--- src/rtl/trng_pkg.sv ---
// Shared constants and helpers for the TRNG von Neumann packer and its output buffer.
package trng_pkg;
  localparam logic MODE_VN     = 1'b0;
  localparam logic MODE_BYPASS = 1'b1;

  localparam int DEF_WORD_W     = 8;
  localparam int DEF_FIFO_DEPTH = 4;
  localparam int DEF_RCT_CUTOFF = 32;

  // Bits needed to hold an occupancy of 0..depth inclusive.
  function automatic int occ_w(input int depth);
    return $clog2(depth + 1);
  endfunction
endpackage

--- src/rtl/trng_vn_packer_if.sv ---
// Output word stream of the packer: o_word/o_valid from producer, i_ready from consumer.
// A word transfers on a clock edge with o_valid=1 and i_ready=1; while o_valid=1 and
// i_ready=0 the producer holds o_word and o_valid stable; i_ready is ignored when o_valid=0.
interface trng_vn_packer_if
  import trng_pkg::*;
#(
  parameter int WORD_W = DEF_WORD_W
);
  logic [WORD_W-1:0] o_word;
  logic              o_valid;
  logic              i_ready;

  modport master (output o_word, output o_valid, input i_ready);
  modport slave  (input o_word, input o_valid, output i_ready);
endinterface

--- src/rtl/trng_sync_fifo.sv ---
// Single-clock word FIFO with push/pop/full/empty/count; head word reads 0 when empty.
module trng_sync_fifo
  import trng_pkg::*;
#(
  parameter int W     = DEF_WORD_W,
  parameter int DEPTH = DEF_FIFO_DEPTH
) (
  input  logic                     i_clk,
  input  logic                     i_rst,
  input  logic                     i_push,
  input  logic [W-1:0]             i_data,
  input  logic                     i_pop,
  output logic [W-1:0]             o_data,
  output logic                     o_full,
  output logic                     o_empty,
  output logic [occ_w(DEPTH)-1:0]  o_count
);
  localparam int AW = $clog2(DEPTH);
  localparam int CW = occ_w(DEPTH);

  logic [W-1:0]  mem [DEPTH];
  logic [AW-1:0] wr_ptr;
  logic [AW-1:0] rd_ptr;
  logic [CW-1:0] count_q;
  logic          pop_ok;
  logic          push_ok;

  assign o_empty = (count_q == '0);
  assign o_full  = (count_q == CW'(DEPTH));
  assign o_count = count_q;
  assign o_data  = o_empty ? '0 : mem[rd_ptr];

  // A push into a full buffer still succeeds when the head leaves on the same edge.
  assign pop_ok  = i_pop & ~o_empty;
  assign push_ok = i_push & (~o_full | pop_ok);

  always_ff @(posedge i_clk) begin
    if (push_ok) mem[wr_ptr] <= i_data;
  end

  always_ff @(posedge i_clk or posedge i_rst) begin
    if (i_rst) begin
      wr_ptr  <= '0;
      rd_ptr  <= '0;
      count_q <= '0;
    end else begin
      if (push_ok) wr_ptr <= wr_ptr + AW'(1);
      if (pop_ok)  rd_ptr <= rd_ptr + AW'(1);
      case ({push_ok, pop_ok})
        2'b10:   count_q <= count_q + CW'(1);
        2'b01:   count_q <= count_q - CW'(1);
        default: count_q <= count_q;
      endcase
    end
  end
endmodule

--- src/rtl/trng_vn_packer.sv ---
// Raw entropy bits -> optional von Neumann debias -> LSB-first word packing -> output FIFO,
// with a repetition-count health test that halts sampling until software clears the alarm.
module trng_vn_packer
  import trng_pkg::*;
#(
  parameter int WORD_W     = DEF_WORD_W,
  parameter int FIFO_DEPTH = DEF_FIFO_DEPTH,
  parameter int RCT_CUTOFF = DEF_RCT_CUTOFF
) (
  input  logic                          i_clk,
  input  logic                          i_rst,
  input  logic                          i_en,
  input  logic                          i_mode,
  input  logic                          i_bit,
  input  logic                          i_bit_valid,
  input  logic                          i_alarm_clr,
  trng_vn_packer_if.master              out_if,
  output logic [occ_w(FIFO_DEPTH)-1:0]  o_count,
  output logic                          o_overflow,
  output logic                          o_alarm
);
  localparam int IDX_W = $clog2(WORD_W);
  localparam int RUN_W = $clog2(RCT_CUTOFF + 1);

  logic              mode_q;
  logic              pair_have_q;
  logic              pair_bit_q;
  logic [WORD_W-1:0] word_q;
  logic [IDX_W-1:0]  idx_q;
  logic [RUN_W-1:0]  run_q;
  logic              last_q;

  logic              sample;
  logic              emit;
  logic              emit_bit;
  logic [RUN_W-1:0]  run_nxt;
  logic              rct_hit;
  logic              word_done;
  logic [WORD_W-1:0] push_word;
  logic              fifo_full;
  logic              fifo_empty;
  logic              ovf_set;

  assign sample = i_en & i_bit_valid & ~o_alarm;

  always_comb begin
    emit      = 1'b0;
    emit_bit  = 1'b0;
    run_nxt   = run_q;
    if (sample) begin
      if (mode_q == MODE_BYPASS) begin
        emit     = 1'b1;
        emit_bit = i_bit;
      end else if (pair_have_q && (pair_bit_q != i_bit)) begin
        // 01 -> 0, 10 -> 1: the first half of a mismatched pair is the output bit.
        emit     = 1'b1;
        emit_bit = pair_bit_q;
      end
      if ((run_q == '0) || (i_bit != last_q))  run_nxt = RUN_W'(1);
      else if (run_q != RUN_W'(RCT_CUTOFF))    run_nxt = run_q + RUN_W'(1);
    end
    rct_hit   = sample & ~i_alarm_clr & (run_nxt == RUN_W'(RCT_CUTOFF));
    word_done = emit & ~rct_hit & (idx_q == IDX_W'(WORD_W - 1));
    push_word = word_q;
    push_word[WORD_W-1] = emit_bit;
  end

  assign ovf_set = word_done & fifo_full & ~out_if.i_ready;

  always_ff @(posedge i_clk or posedge i_rst) begin
    if (i_rst) begin
      mode_q      <= MODE_VN;
      pair_have_q <= 1'b0;
      pair_bit_q  <= 1'b0;
      word_q      <= '0;
      idx_q       <= '0;
      run_q       <= '0;
      last_q      <= 1'b0;
      o_alarm     <= 1'b0;
      o_overflow  <= 1'b0;
    end else begin
      if (!i_en) begin
        mode_q      <= i_mode;
        pair_have_q <= 1'b0;
        pair_bit_q  <= 1'b0;
        word_q      <= '0;
        idx_q       <= '0;
        run_q       <= '0;
        last_q      <= 1'b0;
      end else begin
        run_q <= i_alarm_clr ? '0 : run_nxt;
        if (sample) last_q <= i_bit;
        if (rct_hit) begin
          pair_have_q <= 1'b0;
          word_q      <= '0;
          idx_q       <= '0;
        end else if (sample) begin
          if (mode_q == MODE_VN) begin
            pair_have_q <= ~pair_have_q;
            pair_bit_q  <= i_bit;
          end
          if (emit) begin
            if (word_done) begin
              word_q <= '0;
              idx_q  <= '0;
            end else begin
              word_q[idx_q] <= emit_bit;
              idx_q         <= idx_q + IDX_W'(1);
            end
          end
        end
      end
      if (i_alarm_clr) begin
        o_alarm    <= 1'b0;
        o_overflow <= 1'b0;
      end else begin
        if (rct_hit) o_alarm    <= 1'b1;
        if (ovf_set) o_overflow <= 1'b1;
      end
    end
  end

  assign out_if.o_valid = ~fifo_empty;

  trng_sync_fifo #(
    .W     (WORD_W),
    .DEPTH (FIFO_DEPTH)
  ) u_fifo (
    .i_clk   (i_clk),
    .i_rst   (i_rst),
    .i_push  (word_done),
    .i_data  (push_word),
    .i_pop   (out_if.i_ready),
    .o_data  (out_if.o_word),
    .o_full  (fifo_full),
    .o_empty (fifo_empty),
    .o_count (o_count)
  );
endmodule

--- src/flat_wrapper.sv ---
// flat-port wrapper written by rule: the top's interface ports become plain ports
module trng_vn_packer_flat import trng_pkg::*;
#(
  parameter int WORD_W     = DEF_WORD_W,
  parameter int FIFO_DEPTH = DEF_FIFO_DEPTH,
  parameter int RCT_CUTOFF = DEF_RCT_CUTOFF
)
  (i_clk, i_rst, i_en, i_mode, i_bit, i_bit_valid, i_alarm_clr, o_count, o_overflow, o_alarm, out_if_o_word, out_if_o_valid, out_if_i_ready);
  trng_vn_packer_if #(.WORD_W(WORD_W)) out_if_i ();
  input  logic i_clk;
  input  logic i_rst;
  input  logic i_en;
  input  logic i_mode;
  input  logic i_bit;
  input  logic i_bit_valid;
  input  logic i_alarm_clr;
  output logic [occ_w(FIFO_DEPTH)-1:0] o_count;
  output logic o_overflow;
  output logic o_alarm;
  output wire logic [$bits(out_if_i.o_word)-1:0] out_if_o_word;
  output wire logic [$bits(out_if_i.o_valid)-1:0] out_if_o_valid;
  input wire logic [$bits(out_if_i.i_ready)-1:0] out_if_i_ready;
  assign out_if_o_word = out_if_i.o_word;
  assign out_if_o_valid = out_if_i.o_valid;
  assign out_if_i.i_ready = out_if_i_ready;
  trng_vn_packer #(.WORD_W(WORD_W), .FIFO_DEPTH(FIFO_DEPTH), .RCT_CUTOFF(RCT_CUTOFF)) u_core (.i_clk(i_clk), .i_rst(i_rst), .i_en(i_en), .i_mode(i_mode), .i_bit(i_bit), .i_bit_valid(i_bit_valid), .i_alarm_clr(i_alarm_clr), .out_if(out_if_i), .o_count(o_count), .o_overflow(o_overflow), .o_alarm(o_alarm));
endmodule
--- config.mk ---
export PLATFORM = sky130hd
export DESIGN_NAME = trng_vn_packer_flat
export DESIGN_NICKNAME = d
export VERILOG_FILES = /design/src/rtl/trng_pkg.sv /design/src/rtl/trng_vn_packer_if.sv /design/src/rtl/trng_sync_fifo.sv /design/src/rtl/trng_vn_packer.sv /design/src/flat_wrapper.sv
export SDC_FILE = /design/constraint.sdc
export NUM_CORES = 1
export LEC_CHECK = 0
export BUFFER_PORTS_ARGS = -buffer_cell sky130_fd_sc_hd__buf_4
export CAP_MARGIN = 15
export CORE_MARGIN = 2
export CORE_UTILIZATION = 26
export CTS_CLUSTER_DIAMETER = 100
export CTS_CLUSTER_SIZE = 8
export DETAILED_ROUTE_END_ITERATION = 10
export PLACE_DENSITY = 0.45
export REMOVE_ABC_BUFFERS = 1
export SETUP_SLACK_MARGIN = 0.4
export SLEW_MARGIN = 40
export SYNTH_ARGS = -nofsm -noshare
export SYNTH_HDL_FRONTEND = slang
export SYNTH_HIERARCHICAL = 1
export SYNTH_SLANG_ARGS = --single-unit
--- constraint.sdc ---
create_clock -name i_clk -period 3.4 [get_ports i_clk]
set_input_delay 0.85 -clock i_clk [delete_from_list [all_inputs] [get_ports i_clk]]
set_output_delay 0.85 -clock i_clk [all_outputs]
set_load 0.01 [all_outputs]
# Yosys cells after proc, flatten, opt, wreduce, memory -nomap -nowiden
# Memories as Yosys holds them, arrays and structs flattened.
# Index checks and enable logic that the tools add are counted.
[word_totals] memories=1 regBits=30 in_bits=8 elab_cells=106 output_inout_bits=14 ramBits=32
[memory_table] name="u_core.u_fifo.mem" depth=4 width=8 read_ports=1 rd_clocked_by_memory_dff=0 wr=1 line="trng_sync_fifo.sv:21" source="logic [W-1:0] mem [DEPTH];"
[op_classes] order_cmp=2 reduce_logical=11 addsub=6 mux=42 bitwise_logic=18 eq_ne=14
[op_table] operator="$mux 8" n=6
[op_table] operator="$mux 6" n=5
[op_table] operator="$mux 1" n=23
[op_table] operator="$mux 3" n=5
[op_table] operator="$and 1x1->1" n=10
[op_table] operator="$bwmux 8" n=1
[op_table] operator="$not 1->1" n=7
[op_table] operator="$add 3x1->3 const B" n=2
[op_table] operator="$add 6x1->6 const B" n=1
[op_table] operator="$eq 3x3->1 const B" n=2
[op_table] operator="$eq 6x6->1 const B" n=1
[op_table] operator="$logic_not 6->1" n=1
[op_table] operator="$ne 3x1->1 const B" n=2
[op_table] operator="$ne 6x6->1 const B" n=1
[op_table] operator="$pmux 3 s2" n=1
[op_table] operator="$reduce_bool 2->1" n=3
[op_table] operator="$add 2x1->2 const B" n=2
[op_table] operator="$lt 3x4->1 const B" n=1
[op_table] operator="$ne 2x2->1 const B" n=2
[op_table] operator="$reduce_and 2->1" n=2
[op_table] operator="$demux 1 s3" n=1
[op_table] operator="$ge 3x1->1 const B" n=1
[op_table] operator="$logic_not 3->1" n=1
[op_table] operator="$ne 3x3->1 const B" n=1
[op_table] operator="9 further kinds" n=11

# Longest topological paths before layout
# Gate-level depths: netlist (run 1).
[depth] word_depth=14 depth_mapped=14 depth_no_buf=12

# Hierarchy
# Netlist (run 1), hierarchy kept.
[by_module_without_submodules] mod="trng_sync_fifo" instances=1 seq_area_each_um2=1136.1 area_per_inst_um2=1729.2 cells_each=106
[by_module_without_submodules] mod="trng_vn_packer" instances=1 seq_area_each_um2=550.5 area_per_inst_um2=1435.1 cells_each=150

# Worst setup path before layout (run 1)
# No wires, ideal clock.
[synth_path] kind="input to register" startpoint="in i_bit" endpoint="reg u_core.u_fifo.count_q[2] (netlist: u_core/u_fifo/o_count[2])" t_arrival_ns=3.415 setup_time_ns=0.132 stages=13 required_ns=3.268 path_slack_ns=-0.146 n_path_buf=3 path_cell_list="buf_2 > xnor2_1 > nand2_1 > a2111oi_4 > and4_1 > buf_2 > nor2_1 > buf_2 > or2_2 > fa_1 > nand2b_1 > o221ai_1 > nand3_1"
[synth_between] elab_chain_len=12 elab_cells_between_ends=19 cone_classes="eq/ne (5); mux (6); bitwise (5); reduce/logical (3)"
[synth_rtl] item="start: declaration" line="flat_wrapper.sv:14" source="input logic i_bit;"
[synth_rtl] item="$ne 1x1->1" line="trng_vn_packer.sv:59" source="if ((run_q == '0) || (i_bit != last_q)) run_nxt = RUN_W'(1);"
[synth_rtl] item="$logic_or 1x1->1" line="trng_vn_packer.sv:59"
[synth_rtl] item="$mux 6" line="trng_vn_packer.sv:59"
[synth_rtl] item="$mux 6" line="trng_vn_packer.sv:50" source="if (sample) begin"
[synth_rtl] item="$eq 6x6->1" line="trng_vn_packer.sv:62" source="rct_hit = sample & ~i_alarm_clr & (run_nxt == RUN_W'(RCT_CUTOFF));"
[synth_rtl] item="$and 1x1->1" line="trng_vn_packer.sv:62"
[synth_rtl] item="$not 1->1" line="trng_vn_packer.sv:63" source="word_done = emit & ~rct_hit & (idx_q == IDX_W'(WORD_W - 1));"
[synth_rtl] item="$and 1x1->1 (*) (2 in series)" line="trng_vn_packer.sv:63"
[synth_rtl] item="net u_core.word_done" line="trng_vn_packer.sv:38" source="logic word_done;"
[synth_rtl] item="$and 1x1->1 (*)" line="trng_sync_fifo.sv:35" source="assign push_ok = i_push & (~o_full | pop_ok);"
[synth_rtl] item="$eq 2x1->1 / $eq 2x2->1 (equally long branches)" line="trng_sync_fifo.sv:49" source="case ({push_ok, pop_ok})"
[synth_rtl] item="$pmux 3 s2 / $reduce_bool 2->1 (equally long branches)"
[synth_rtl] item="end signal: assignment" line="trng_sync_fifo.sv:50" source="2'b10: count_q <= count_q + CW'(1);"
[synth_rtl] item="end signal: assignment" line="trng_sync_fifo.sv:51" source="2'b01: count_q <= count_q - CW'(1);"
[synth_rtl] item="end signal: assignment" line="trng_sync_fifo.sv:52" source="default: count_q <= count_q;"
[synth_rtl] item="end: declaration" line="trng_sync_fifo.sv:24" source="logic [CW-1:0] count_q;"
# Mark *: on every way through the listed nets, which the timed path passes. The rest lies on a longest branch.
# A chain may end at the register's enable or synchronous reset.

# Final worst setup path (run 1)
[layout_path] startpoint="reg u_core.u_fifo.rd_ptr[0]" endpoint="out out_if_o_word[7]"
[layout_between] elab_chain_len=2
[layout_rtl] item="start: declaration" line="trng_sync_fifo.sv:23" source="logic [AW-1:0] rd_ptr;"
[layout_rtl] item="start signal: assignment" line="trng_sync_fifo.sv:48" source="if (pop_ok) rd_ptr <= rd_ptr + AW'(1);"
[layout_rtl] item="$mem_v2 4x8"
[layout_rtl] item="$mux 8" line="trng_sync_fifo.sv:31" source="assign o_data = o_empty ? '0 : mem[rd_ptr];"
[layout_rtl] item="end: declaration" line="flat_wrapper.sv:20" source="output wire logic [$bits(out_if_i.o_word)-1:0] out_if_o_word;"
# Every way passes these cells.

==> implementation parameters, run 1 <==
Parameter                              Value

Drt
  Vias post-DR    2,072
  DRC violations left    0
  Number of vias per cell    4.66
  Initial DRC count    105
  Routed Wire Length    6.53 mm
  Number of detailed-route iterations in the first pass    4
  Count of antenna-violating nets left after detailed routing    0
  WL per Instance    14.7 um

Worst setup path
  WP buf/inv    1
  Data required time of the critical path    2.55 ns
  Reg-to-reg slack, setup    0.61 ns
  Crit path DAT    1.96 ns
  End of the worst register-to-register path    u_core/u_fifo/o_count[2]$_DFFE_PP0P_
  Cell with the biggest individual delay on the critical path    dfrtp_1
  Launching point of the worst reg2reg path    u_core/run_q[0]$_DFF_PP0_
  Max Fanout on Critical Path    10
  Crit start category    register
  Setup Crit Path Kind    reg2out
  R2R cell count    12
  Cell type group with the largest total delay on the critical path    flip-flops
  Delay contributed by the slowest stage of the critical path    0.73 ns
  Endpoint kind of the worst setup timing path    primary output
  Series of cell instances along the critical path    mux4_2 -> and2_1 -> buf_4

Synthesis
  Post-Syn Area    0.00316 sq mm
  Biggest area contributors in the synthesized netlist    edfxtp_1, dfrtp_1, mux4_2
  #FFs+latches synth    61
  Most common cell in the netlist    edfxtp_1
  Number of library cell types mapped by synthesis    57
  Per-instance average area after synthesis    12.4 sq um
  Number of synthesized flops with an enable pin    32
  Synth warnings    6
  Most used flip-flop cell after synthesis    edfxtp_1
  Gate Count Post-Synth    256
  Async set-reset flop share out of synthesis    47.5%
  Post-synthesis sequential area ratio    53.3%
  Cell type with the highest aggregate area in the netlist    edfxtp_1
  Area share of the largest cell type after synthesis    30.4%
  Commonest cells in the synthesized netlist    edfxtp_1, dfrtp_1, nor2_1

Timing
  Share of the clock period used by the worst path after layout    82.5%
  WHS    0.467 ns
  Tightest Pin Transition    0.608 ns
  Maximum operating frequency    356 MHz
  Rel. slew slack    59.5%
  Setup-violating endpoint count in the final report    0
  Final count of hold timing violations    0
  Worst clock skew on the final layout    0.0102 ns
  RSZ-0062 raised after global routing    no
  Tmin final    2.81 ns
  Slew Limit Fails    0

Global route
  Grt met2 use    17.3%
  Overflow left after global routing    0
  Met1 track utilization from global routing    14.1%
  Number of antenna violations at the first check in global routing    0
  Met3 global-route usage    3.44%
  Total routing usage reported by global routing    10.9%
  Busiest layer in global routing    met2
  Maximum number of pins on one net before global-route repair    23
  Global-route wire length before repair    10.8 mm
  Number of global-route vias before repair    2,059

Pwr
  Total net switching power    378 uW
  Share of total power in the clock network    49.2%
  Comb power frac    4.3%
  Power Total    1.70 mW
  Power per unit of standard cell area    441 mW/mm^2
  Sequential Power Share    46.5%
  Peak ir drop on the vdd network    0.000337 V
  Switching power share of the total    22.2%
  Internal    1.32 mW
  Leakage Power    1.54 nW

Clocking
  Reg clk slew, reported paths    0.06 ns
  Root Driver    clkbuf_16
  Count of hold buffers inserted by post-cts repair    0
  Maximum clock insertion buffer count    2
  Clock latency reported for the late side of the worst-skew pair    0.33 ns
  Maximum level of the CTS H-tree    3
  Clock tree from TritonCTS    done
  Number of buffers inserted during clock tree synthesis    9
  Clk sink count    61

Layout
  Area grow syn2layout    21.9%
  Number of nets in the finished design    310
  Number of fill cells in the layout    1,194
  Fraction of final layout cells with drive strength greater than 1    27.9%
  Diodes inserted    0

Floorplanning
  Full die area    0.0131 sq mm
  Effective utilization at floorplan    26.5%
  Height of the chip    114 um
  Number of I/O pins    22
  Number of core rows    40
  Floorplan Core Area    0.0120 sq mm
  Die span in x    114 um

Status
  Status    finished, final reports clean

Hold path
  Path type of the worst min-delay path    in2async

Run
  Number of max-cap violations    0

Placed design
  Detailed placer's ending HPWL    4.43 mm
  Weighted congestion reported at the end of routability-driven placement    0.760
  Number of port buffers    21
## placed cells by master (no fill, tap or decap), types with 4 or more instances in the layout
cell and count:
o21ai_0 7, clkbuf_16 9, and2_2 4, buf_4 37, and2_1 8, mux2i_1 5, ha_1 7, nand2_1 13
xor2_1 4, nand3_1 11, dfrtp_1 29, nor3_1 6, inv_1 13, xnor2_1 9, mux4_2 8, a21oi_1 12
edfxtp_1 32, nand3b_1 4, nand2b_1 6, nor2_1 15
## state kept, by name (all words and copies together), names as in the netlist
name and flops:
u_core/u_fifo/mem 32, u_core/word_q 7, u_core/run_q 6, u_core/idx_q 3, u_core/u_fifo/o_count 3, u_core/u_fifo/rd_ptr 2, u_core/u_fifo/wr_ptr 2, u_core/last_q 1
u_core/mode_q 1, u_core/o_alarm 1, u_core/o_overflow 1, u_core/pair_bit_q 1, u_core/pair_have_q 1
## what timing repair did
item,in CTS,in global routing
resized for setup,1,6
gates cloned,0,0
endpoints found under the setup margin,2,2
buffers inserted,5,3
pin swaps,2,5
## layer usage
metal | vias to the layer above | wire, um
met2 | 22 | 3150
met3 | 11 | 200
met5 | - | 0
met1 | 1023 | 3080
met4 | 0 | 100
li1 | 1016 | -
## kinds of logic after synthesis
logic type | share of synthesized area, %
compound gates | 11.6
xor+xnor | 3.60
fa+ha+maj | 3.80
buf+inv | 3.76
flops | 53.3
mux | 8.11
simple gates | 15.9
## through the flow
| stage | area (sq um) | TNS [ns] | setup slack [ns] | instances | util [%] |
|---|---|---|---|---|---|
| after detailed placement | 3500 | 0 | 0.136 | 421 | 29.3 |
| after global routing | 3860 | 0 | 0.403 | 445 | 32.3 |
| after floorplan | 3100 | -0.0631 | -0.0631 | 245 | - |
| final | 3860 | 0 | 0.593 | 445 | 32.3 |
| after CTS | 3830 | 0 | 0.411 | 442 | 32.0 |
| after global placement | 3500 | 0 | 0.164 | 421 | 29.3 |
## layout make-up
| cell class | count | area (sq um) | area share [%] |
|---|---|---|---|
| Clock buffer | 11 | 243 | 6.29 |
| Clock inverter | 5 | 35.0 | 0.908 |
| Inverter | 15 | 56.3 | 1.46 |
| Multi-Input combinational cell | 169 | 1380 | 35.7 |
| Sequential cell | 61 | 1690 | 43.7 |
| Tap cell | 147 | 184 | 4.77 |
| Timing Repair Buffer | 37 | 278 | 7.20 |
## worst max path at each step
stage | start | to | slack, ns | cells past startpoint
2_1_floorplan | i_bit_valid | u_core/u_fifo/o_count[2]$_DFFE_PP0P_ | -0.06 | 10
3_3_place_gp | i_bit | u_core/u_fifo/o_count[2]$_DFFE_PP0P_ | 0.16 | 11
3_5_place_dp | i_en | u_core/u_fifo/o_count[2]$_DFFE_PP0P_ | 0.14 | 11
4_1_cts | u_core/run_q[0]$_DFF_PP0_ | u_core/u_fifo/o_count[2]$_DFFE_PP0P_ | 0.41 | 13
5_1_grt | u_core/run_q[1]$_DFF_PP0_ | u_core/u_fifo/o_count[1]$_DFFE_PP0P_ | 0.40 | 12
6_report | u_core/u_fifo/rd_ptr[0]$_DFFE_PP0N_ | out_if_o_word[7] | 0.59 | 3
## power groups by stage
| stage | clock network [mW] | logic (mW) | registers [mW] |
|---|---|---|---|
| 2_1_floorplan | 0 | 0.0427 | 0.802 |
| 3_3_place_gp | 0 | 0.0716 | 0.804 |
| 3_5_place_dp | 0 | 0.0716 | 0.805 |
| 4_1_cts | 0.862 | 0.0740 | 0.790 |
| 5_1_grt | 0.894 | 0.0827 | 0.791 |
| 6_report | 0.836 | 0.0732 | 0.791 |
Power figures use the tool's default switching activity.
==> run 2, diff against run 1 <==
--- a/config.mk
+++ b/config.mk
@@ -5,6 +5,7 @@
 export SDC_FILE = /design/constraint.sdc
 export NUM_CORES = 1
 export LEC_CHECK = 0
+export ABC_AREA = 1
 export BUFFER_PORTS_ARGS = -buffer_cell sky130_fd_sc_hd__buf_4
 export CAP_MARGIN = 15
 export CORE_MARGIN = 2
==> constraint.sdc (replaced) <==
create_clock -name i_clk -period 2.55 [get_ports i_clk]
set_input_delay 0.6375 -clock i_clk [delete_from_list [all_inputs] [get_ports i_clk]]
set_output_delay 0.6375 -clock i_clk [all_outputs]
set_load 0.01 [all_outputs]
==> run 2 against run 1 <==
Against the previous run: final cell count rose by 28%; critical path depth rose by 12; first-iteration DRC count rose by 28%; register-to-register slack got worse by 0.37 ns; non-clock buffer count rose by 35; largest cell class unchanged; highest routed layer unchanged.
==> implementation parameters, run 2 <==
Parameter                              Value

Clocking
  Maximum level of the CTS H-tree    3 (unchanged)
  Count of hold buffers inserted by post-cts repair    0 (unchanged)
  Maximum clock insertion buffer count    2 (unchanged)
  Root Driver    clkbuf_16
  Reg clk slew, reported paths    0.06 ns (about the same)
  Clk sink count    61 (unchanged)
  Number of buffers inserted during clock tree synthesis    9 (unchanged)
  Clock latency reported for the late side of the worst-skew pair    0.33 ns (about the same)
  Clock tree from TritonCTS    done

Timing
  Tmin final    2.31 ns
  Worst clock skew on the final layout    0.00418 ns (-0.00598 ns)
  Slew Limit Fails    0 (unchanged)
  TNS Setup    0 ns (unchanged)
  Setup-violating endpoint count in the final report    0 (unchanged)
  WHS    0.257 ns (-0.210 ns)
  Share of the clock period used by the worst path after layout    90.6%
  Setup slack after layout    0.240 ns (-0.353 ns)
  Maximum operating frequency    433 MHz
  Tightest Pin Transition    0.550 ns (-0.0574 ns)
  Rel. slew slack    63.3% (+3.8 points)
  Final count of hold timing violations    0 (unchanged)
  RSZ-0062 raised after global routing    yes

Layout
  Diodes inserted    0 (unchanged)
  Fraction of final layout cells with drive strength greater than 1    38.5% (+11 points)
  Number of fill cells in the layout    1,223 (+2.4%)
  Non-filler cells, final    570 (+28%)
  Final standard cell utilization of the core    36.6% (+4.3 points)
  Most common library cell in the layout ignoring fill and taps    buf_4
  Register with the most flip-flops    u_core/u_fifo/mem
  Largest registers    u_core/u_fifo/mem (32), u_core/word_q (7), u_core/run_q (6)
  Post-route cell area    0.00437 sq mm (+13%)
  Max reg flops    32 (unchanged)
  Number of nets in the finished design    435 (+40%)
  Highest-count cells in the layout ignoring fill and taps    buf_4, nand2_1, nor2_1, inv_1, edfxtp_1
  Area grow syn2layout    37.8%

Placed design
  Number of port buffers    21 (unchanged)
  DP Area    0.00368 sq mm (+4.9%)
  Worst setup slack after placement    -0.0279 ns (-0.164 ns)
  Weighted congestion reported at the end of routability-driven placement    0.797 (+4.8%)
  Total placed cells including tap cells    529 (+26%)
  Detailed placer's ending HPWL    5.01 mm (+13%)

Synthesis
  Synth warnings    6 (unchanged)
  Async set-reset flop share out of synthesis    47.5% (unchanged)
  Most used flip-flop cell after synthesis    edfxtp_1
  Commonest cells in the synthesized netlist    nand2_1, nor2_1, inv_1
  #FFs+latches synth    61 (unchanged)
  Biggest area contributors in the synthesized netlist    edfxtp_1, dfrtp_1, nand2_1
  Number of library cell types mapped by synthesis    32 (-44%)
  Area share of the largest cell type after synthesis    30.3% (-0.096 points)
  Gate Count Post-Synth    339 (+32%)
  Number of synthesized flops with an enable pin    32 (unchanged)
  Per-instance average area after synthesis    9.36 sq um (-24%)
  Most common cell in the netlist    nand2_1
  Cell type with the highest aggregate area in the netlist    edfxtp_1
  Post-synthesis sequential area ratio    53.1% (-0.17 points)
  Post-Syn Area    0.00317 sq mm (+0.32%)

Worst setup path
  Cell type group with the largest total delay on the critical path    adder cells
  Critical path's most frequent cell    inv_2
  Endpoint kind of the worst setup timing path    register
  Max Fanout on Critical Path    3 (-7)
  WP buf/inv    3 (+2)
  Delay contributed by the slowest stage of the critical path    0.54 ns (-0.19 ns)
  Series of cell instances along the critical path    ha_2 -> nand2_2 -> nor2_4 -> nand3_2 -> nand2_2 -> inv_2 -> o21ai_4 -> nand3_4 -> nand2_4 -> inv_2 -> nand3b_4 -> fa_2 -> inv_2 -> nand2_1 -> o21ai_1
  Setup Crit Path Kind    reg2reg
  Cell with the biggest individual delay on the critical path    fa_2
  Crit start category    register
  Data required time of the critical path    2.77 ns (+0.22 ns)
  Crit path DAT    2.53 ns (+0.57 ns)

Global route
  Total routing usage reported by global routing    12.4% (+1.5 points)
  Overflow left after global routing    0 (unchanged)
  Global-route wire length before repair    12.6 mm (+17%)
  Number of global-route vias before repair    2,602 (+26%)
  Number of antenna violations at the first check in global routing    0 (unchanged)
  Maximum number of pins on one net before global-route repair    23 (unchanged)

Pwr
  Leakage Power    1.92 nW (+24%)
  Power Total    3.47 mW (+100%)
  Power per unit of standard cell area    794 mW/mm^2 (+80%)
  Peak ir drop on the vdd network    0.000281 V (-17%)

Drt
  Initial DRC count    134 (+28%)
  Number of vias per cell    4.51 (-3.1%)
  DRC violations left    0 (unchanged)
  Routed Wire Length    7.73 mm (+18%)
  Count of antenna-violating nets left after detailed routing    0 (unchanged)
  WL per Instance    13.6 um (-7.6%)
  Number of detailed-route iterations in the first pass    4 (unchanged)
  Vias post-DR    2,571 (+24%)

Hold path
  Path type of the worst min-delay path    in2async

Floorplanning
  Number of core rows    40 (unchanged)
  Effective utilization at floorplan    26.5% (+0.084 points)
  Height of the chip    114 um (+0.15%)
  Floorplan Core Area    0.0120 sq mm (unchanged)
  Full die area    0.0131 sq mm (+0.31%)
  Number of I/O pins    22 (unchanged)
  Die span in x    114 um (+0.15%)

Status
  Status    finished, final reports clean

Run
  Number of max-cap violations    0 (unchanged)
[run 2: final timing paths]
| check | cells past startpoint | from | slack (ns) | to |
|---|---|---|---|---|
| max | 15 | u_core/run_q[1]$_DFF_PP0_ | 0.24 | u_core/u_fifo/o_count[1]$_DFFE_PP0P_ |
| min | 2 | i_rst | 0.26 | u_core/u_fifo/o_count[2]$_DFFE_PP0P_ |
| max reg2reg | 15 | u_core/run_q[1]$_DFF_PP0_ | 0.24 | u_core/u_fifo/o_count[1]$_DFFE_PP0P_ |
| min reg2reg | 2 | u_core/o_overflow$_DFFE_PP0P_ | 0.53 | u_core/o_overflow$_DFFE_PP0P_ |
| max in group asynchronous | 3 | i_rst | 1.91 | u_core/run_q[3]$_DFF_PP0_ |
| min in group i_clk | 2 | i_alarm_clr | 0.51 | u_core/o_overflow$_DFFE_PP0P_ |
[run 2: where the power goes]
part	internal (mW)	switching, mW	total [mW]	leakage [nW]
Sequential	1.09	0.0707	1.16	0.684
Combinational	0.548	0.685	1.23	1.11
Clock	0.648	0.433	1.08	0.129
[run 2: logic make-up after synthesis]
family / count (synthesis) / share of synthesized area (%)
adder cells (fa/ha/maj): 9 / 3.78
AO/OA/AOI/OAI: 42 / 7.61
XOR/XNOR: 4 / 1.10
buffers and inverters: 47 / 6.31
AND/OR/NAND/NOR: 176 / 28.1
flip-flops: 61 / 53.1
[run 2: per-layer routing]
metal	up-vias	GRT usage, %	routed length (um)
li1	1289	-	-
met1	1247	14.8	3450
met2	29	21.6	3970
met3	6	3.39	245
met4	0	3.82	62
met5	-	0	0
[run 2: layout make-up]
| cell class | count | area (sq um) | area share [%] |
|---|---|---|---|
| multi-input combinational | 231 | 1480 | 33.9 |
| sequential | 61 | 1690 | 38.7 |
| clock inverter | 7 | 42.5 | 0.973 |
| clock buffer | 9 | 225 | 5.15 |
| timing repair buffer | 72 | 574 | 13.1 |
| tap | 147 | 184 | 4.21 |
| timing repair inverter | 1 | 5.00 | 0.114 |
| inverter | 42 | 166 | 3.81 |
[run 2: worst reg2reg max path, cell delays in order, from the launching register on]
cell and delay (ns):
dfrtp_1 0.38, ha_2 0.22, nand2_2 0.07, nor2_4 0.12, nand3_2 0.08, nand2_2 0.08
inv_2 0.04, o21ai_4 0.16, nand3_4 0.10, nand2_4 0.07, inv_2 0.03, nand3b_4 0.15
fa_2 0.54, inv_2 0.04, nand2_1 0.05, o21ai_1 0.06
[run 2: repair_timing]
action                                  CTS  global route
buffers inserted                          7            17
endpoints found under the setup margin   43            45
cloned                                    1             0
pin swaps                                 6            23
gates resized for setup                  32            38
==> run 3, diff against run 2 <==
--- a/config.mk
+++ b/config.mk
@@ -5,7 +5,6 @@
 export SDC_FILE = /design/constraint.sdc
 export NUM_CORES = 1
 export LEC_CHECK = 0
-export ABC_AREA = 1
 export BUFFER_PORTS_ARGS = -buffer_cell sky130_fd_sc_hd__buf_4
 export CAP_MARGIN = 15
 export CORE_MARGIN = 2
@@ -14,8 +13,10 @@
 export CTS_CLUSTER_SIZE = 8
 export DETAILED_ROUTE_END_ITERATION = 10
 export PLACE_DENSITY = 0.45
+export RECOVER_POWER = 50
 export REMOVE_ABC_BUFFERS = 1
 export SETUP_SLACK_MARGIN = 0.4
+export SKIP_CTS_REPAIR_TIMING = 1
 export SLEW_MARGIN = 40
 export SYNTH_ARGS = -nofsm -noshare
 export SYNTH_HDL_FRONTEND = slang
==> run 3 against run 2 <==
Against the previous run: the run now ends with setup timing left; sequential power fell by 9%; die area down 0.31%; sequential cell count unchanged; critical path type unchanged; total power is 32% lower; utilization is 1.7 points lower; critical path depth shrank 3; wire length shrank 9.9%; largest cell class unchanged; cell area down 4.5%; clock skew is 0.0022 ns higher; setup slack got worse by 0.47 ns; register-to-register slack worse by 0.47 ns.
==> implementation parameters, run 3 (synthesized netlist as in run 1, its figures left out) <==
Parameter                              Value

Status
  Status    complete, but fails checks
  Failing checks    setup timing

Clocking
  Clock tree from TritonCTS    done
  Maximum clock insertion buffer count    2 (unchanged)
  Reg clk slew, reported paths    0.05 ns (about the same)
  Root Driver    clkbuf_16
  Clk sink count    61 (unchanged)
  Clock latency reported for the late side of the worst-skew pair    0.33 ns (about the same)
  Maximum level of the CTS H-tree    3 (unchanged)
  Number of buffers inserted during clock tree synthesis    9 (unchanged)

Global route
  Number of global-route vias before repair    2,195 (-16%)
  Global-route wire length before repair    11.2 mm (-11%)
  Number of antenna violations at the first check in global routing    0 (unchanged)
  Maximum number of pins on one net before global-route repair    23 (unchanged)
  Total routing usage reported by global routing    11.4% (-0.98 points)
  Overflow left after global routing    0 (unchanged)

Worst setup path
  Origin of the worst setup path    u_core/run_q[1]$_DFF_PP0_
  Series of cell instances along the critical path    buf_4 -> buf_4 -> ha_2 -> a311o_1 -> a21o_1 -> and4_1 -> nor2_2 -> or2_4 -> fa_2 -> nand2_1 -> or4_2 -> nand3_1
  Delay contributed by the slowest stage of the critical path    0.54 ns (about the same)
  Max Fanout on Critical Path    3 (unchanged)
  Data required time of the critical path    2.81 ns (+0.04 ns)
  Cell with the biggest individual delay on the critical path    or4_2
  Setup Crit Path Kind    reg2reg
  Cell type group with the largest total delay on the critical path    simple AND/OR/NAND/NOR gates
  Critical path's most frequent cell    buf_4
  Crit start category    register
  Crit path DAT    3.04 ns (+0.51 ns)
  WP buf/inv    2 (-1)
  Launching point of the worst reg2reg path    u_core/run_q[1]$_DFF_PP0_
  Endpoint kind of the worst setup timing path    register

Drt
  Initial DRC count    145 (+8.2%)
  Number of vias per cell    4.62 (+2.4%)
  WL per Instance    14.8 um (+9.1%)
  DRC violations left    0 (unchanged)
  Count of antenna-violating nets left after detailed routing    0 (unchanged)
  Routed Wire Length    6.96 mm (-9.9%)
  Number of detailed-route iterations in the first pass    5 (+1)
  Vias post-DR    2,176 (-15%)

Placed design
  Weighted congestion reported at the end of routability-driven placement    0.747 (-6.2%)
  Detailed placer's ending HPWL    4.84 mm (-3.5%)
  Total placed cells including tap cells    451 (-15%)
  Number of port buffers    21 (unchanged)

Layout
  Register with the most flip-flops    u_core/u_fifo/mem
  Area grow syn2layout    31.9%
  Highest-count cells in the layout ignoring fill and taps    buf_4, edfxtp_1, dfrtp_1, nor2_1, inv_1
  Diodes inserted    0 (unchanged)
  Max reg flops    32 (unchanged)
  Number of nets in the finished design    337 (-23%)
  Fraction of final layout cells with drive strength greater than 1    37.0% (-1.5 points)
  Largest registers    u_core/u_fifo/mem (32), u_core/word_q (7), u_core/run_q (6)
  Most common library cell in the layout ignoring fill and taps    buf_4
  Number of fill cells in the layout    1,210 (-1.1%)
  Non-filler cells, final    471 (-17%)

Floorplanning
  Full die area    0.0131 sq mm (-0.31%)
  Effective utilization at floorplan    26.5% (-0.084 points)
  Height of the chip    114 um (-0.15%)
  Number of core rows    40 (unchanged)
  Floorplan Core Area    0.0120 sq mm (unchanged)
  Die span in x    114 um (-0.15%)
  Number of I/O pins    22 (unchanged)

Timing
  WHS    0.265 ns (+0.00748 ns)
  RSZ-0062 raised after global routing    yes
  Slew Limit Fails    0 (unchanged)
  Setup slack after layout    -0.226 ns (-0.467 ns)
  Tightest Pin Transition    1.30 ns (+0.748 ns)
  TNS Setup    -1.60 ns (-1.60 ns)
  Worst clock skew on the final layout    0.00636 ns (+0.00217 ns)
  Rel. slew slack    13.4% (-50 points)
  Share of the clock period used by the worst path after layout    109% (+18 points)
  Tmin final    2.78 ns (+0.467 ns)
  Final count of hold timing violations    0 (unchanged)
  Setup-violating endpoint count in the final report    36 (+36)
  Maximum operating frequency    360 MHz (-17%)

Pwr
  Sequential Power Share    44.3% (+11 points)
  Total net switching power    501 uW (-58%)
  Comb power frac    5.5% (-30 points)
  Share of total power in the clock network    50.1% (+19 points)
  Power per unit of standard cell area    567 mW/mm^2 (-29%)
  Leakage Power    1.70 nW (-12%)
  Internal    1.87 mW (-18%)
  Peak ir drop on the vdd network    0.000297 V (+5.8%)
  Switching power share of the total    21.1% (-13 points)

Run
  Number of max-cap violations    0 (unchanged)

Hold path
  Path type of the worst min-delay path    in2async
## run 3: cell type report
| type | count | area [sq um] | share of cell area [%] |
|---|---|---|---|
| sequential | 61 | 1690 | 40.4 |
| tap | 147 | 184 | 4.41 |
| inverter | 15 | 56.3 | 1.35 |
| multi-input combinational | 169 | 1470 | 35.1 |
| timing repair buffer | 64 | 492 | 11.8 |
| clock buffer | 10 | 239 | 5.73 |
| clock inverter | 5 | 51.3 | 1.23 |
## run 3: metal layers
| layer | routed length [um] | global-route usage (%) |
|---|---|---|
| met1 | 3310 | 14.3 |
| met2 | 3380 | 18.3 |
| met3 | 217 | 4.18 |
| met4 | 52 | 3.66 |
| met5 | 0 | 0 |
## run 3: power groups by stage
stage	registers (mW)	clock network (mW)	logic [mW]
finish	1.05	1.19	0.131
global route	1.05	1.26	0.146
CTS	1.05	1.21	0.119
detailed placement	1.07	0	0.118
global placement	1.07	0	0.117
floorplan	1.07	0	0.0569
## run 3: worst paths after layout
path	end	slack [ns]	cells after the start
max reg2reg	u_core/u_fifo/o_count[2]$_DFFE_PP0P_	-0.23	12
min	u_core/u_fifo/o_count[0]$_DFFE_PP0P_	0.26	2
max in group asynchronous	u_core/idx_q[2]$_DFFE_PP0P_	1.03	3
min reg2reg	u_core/o_overflow$_DFFE_PP0P_	0.52	1
min in group i_clk	u_core/o_overflow$_DFFE_PP0P_	0.52	1
max	u_core/u_fifo/o_count[2]$_DFFE_PP0P_	-0.23	12
## run 3: metrics by stage
| step | total power [mW] | area [sq um] | setup slack, ns | util, % |
|---|---|---|---|---|
| after floorplan | 1.13 | 3100 | -0.731 | - |
| after global placement | 1.18 | 3730 | -0.385 | 31.2 |
| after detailed placement | 1.19 | 3730 | -0.452 | 31.2 |
| after CTS | 2.38 | 4020 | -0.400 | 33.6 |
| after global routing | 2.46 | 4170 | -0.351 | 34.9 |
| final | 2.37 | 4170 | -0.226 | 34.9 |
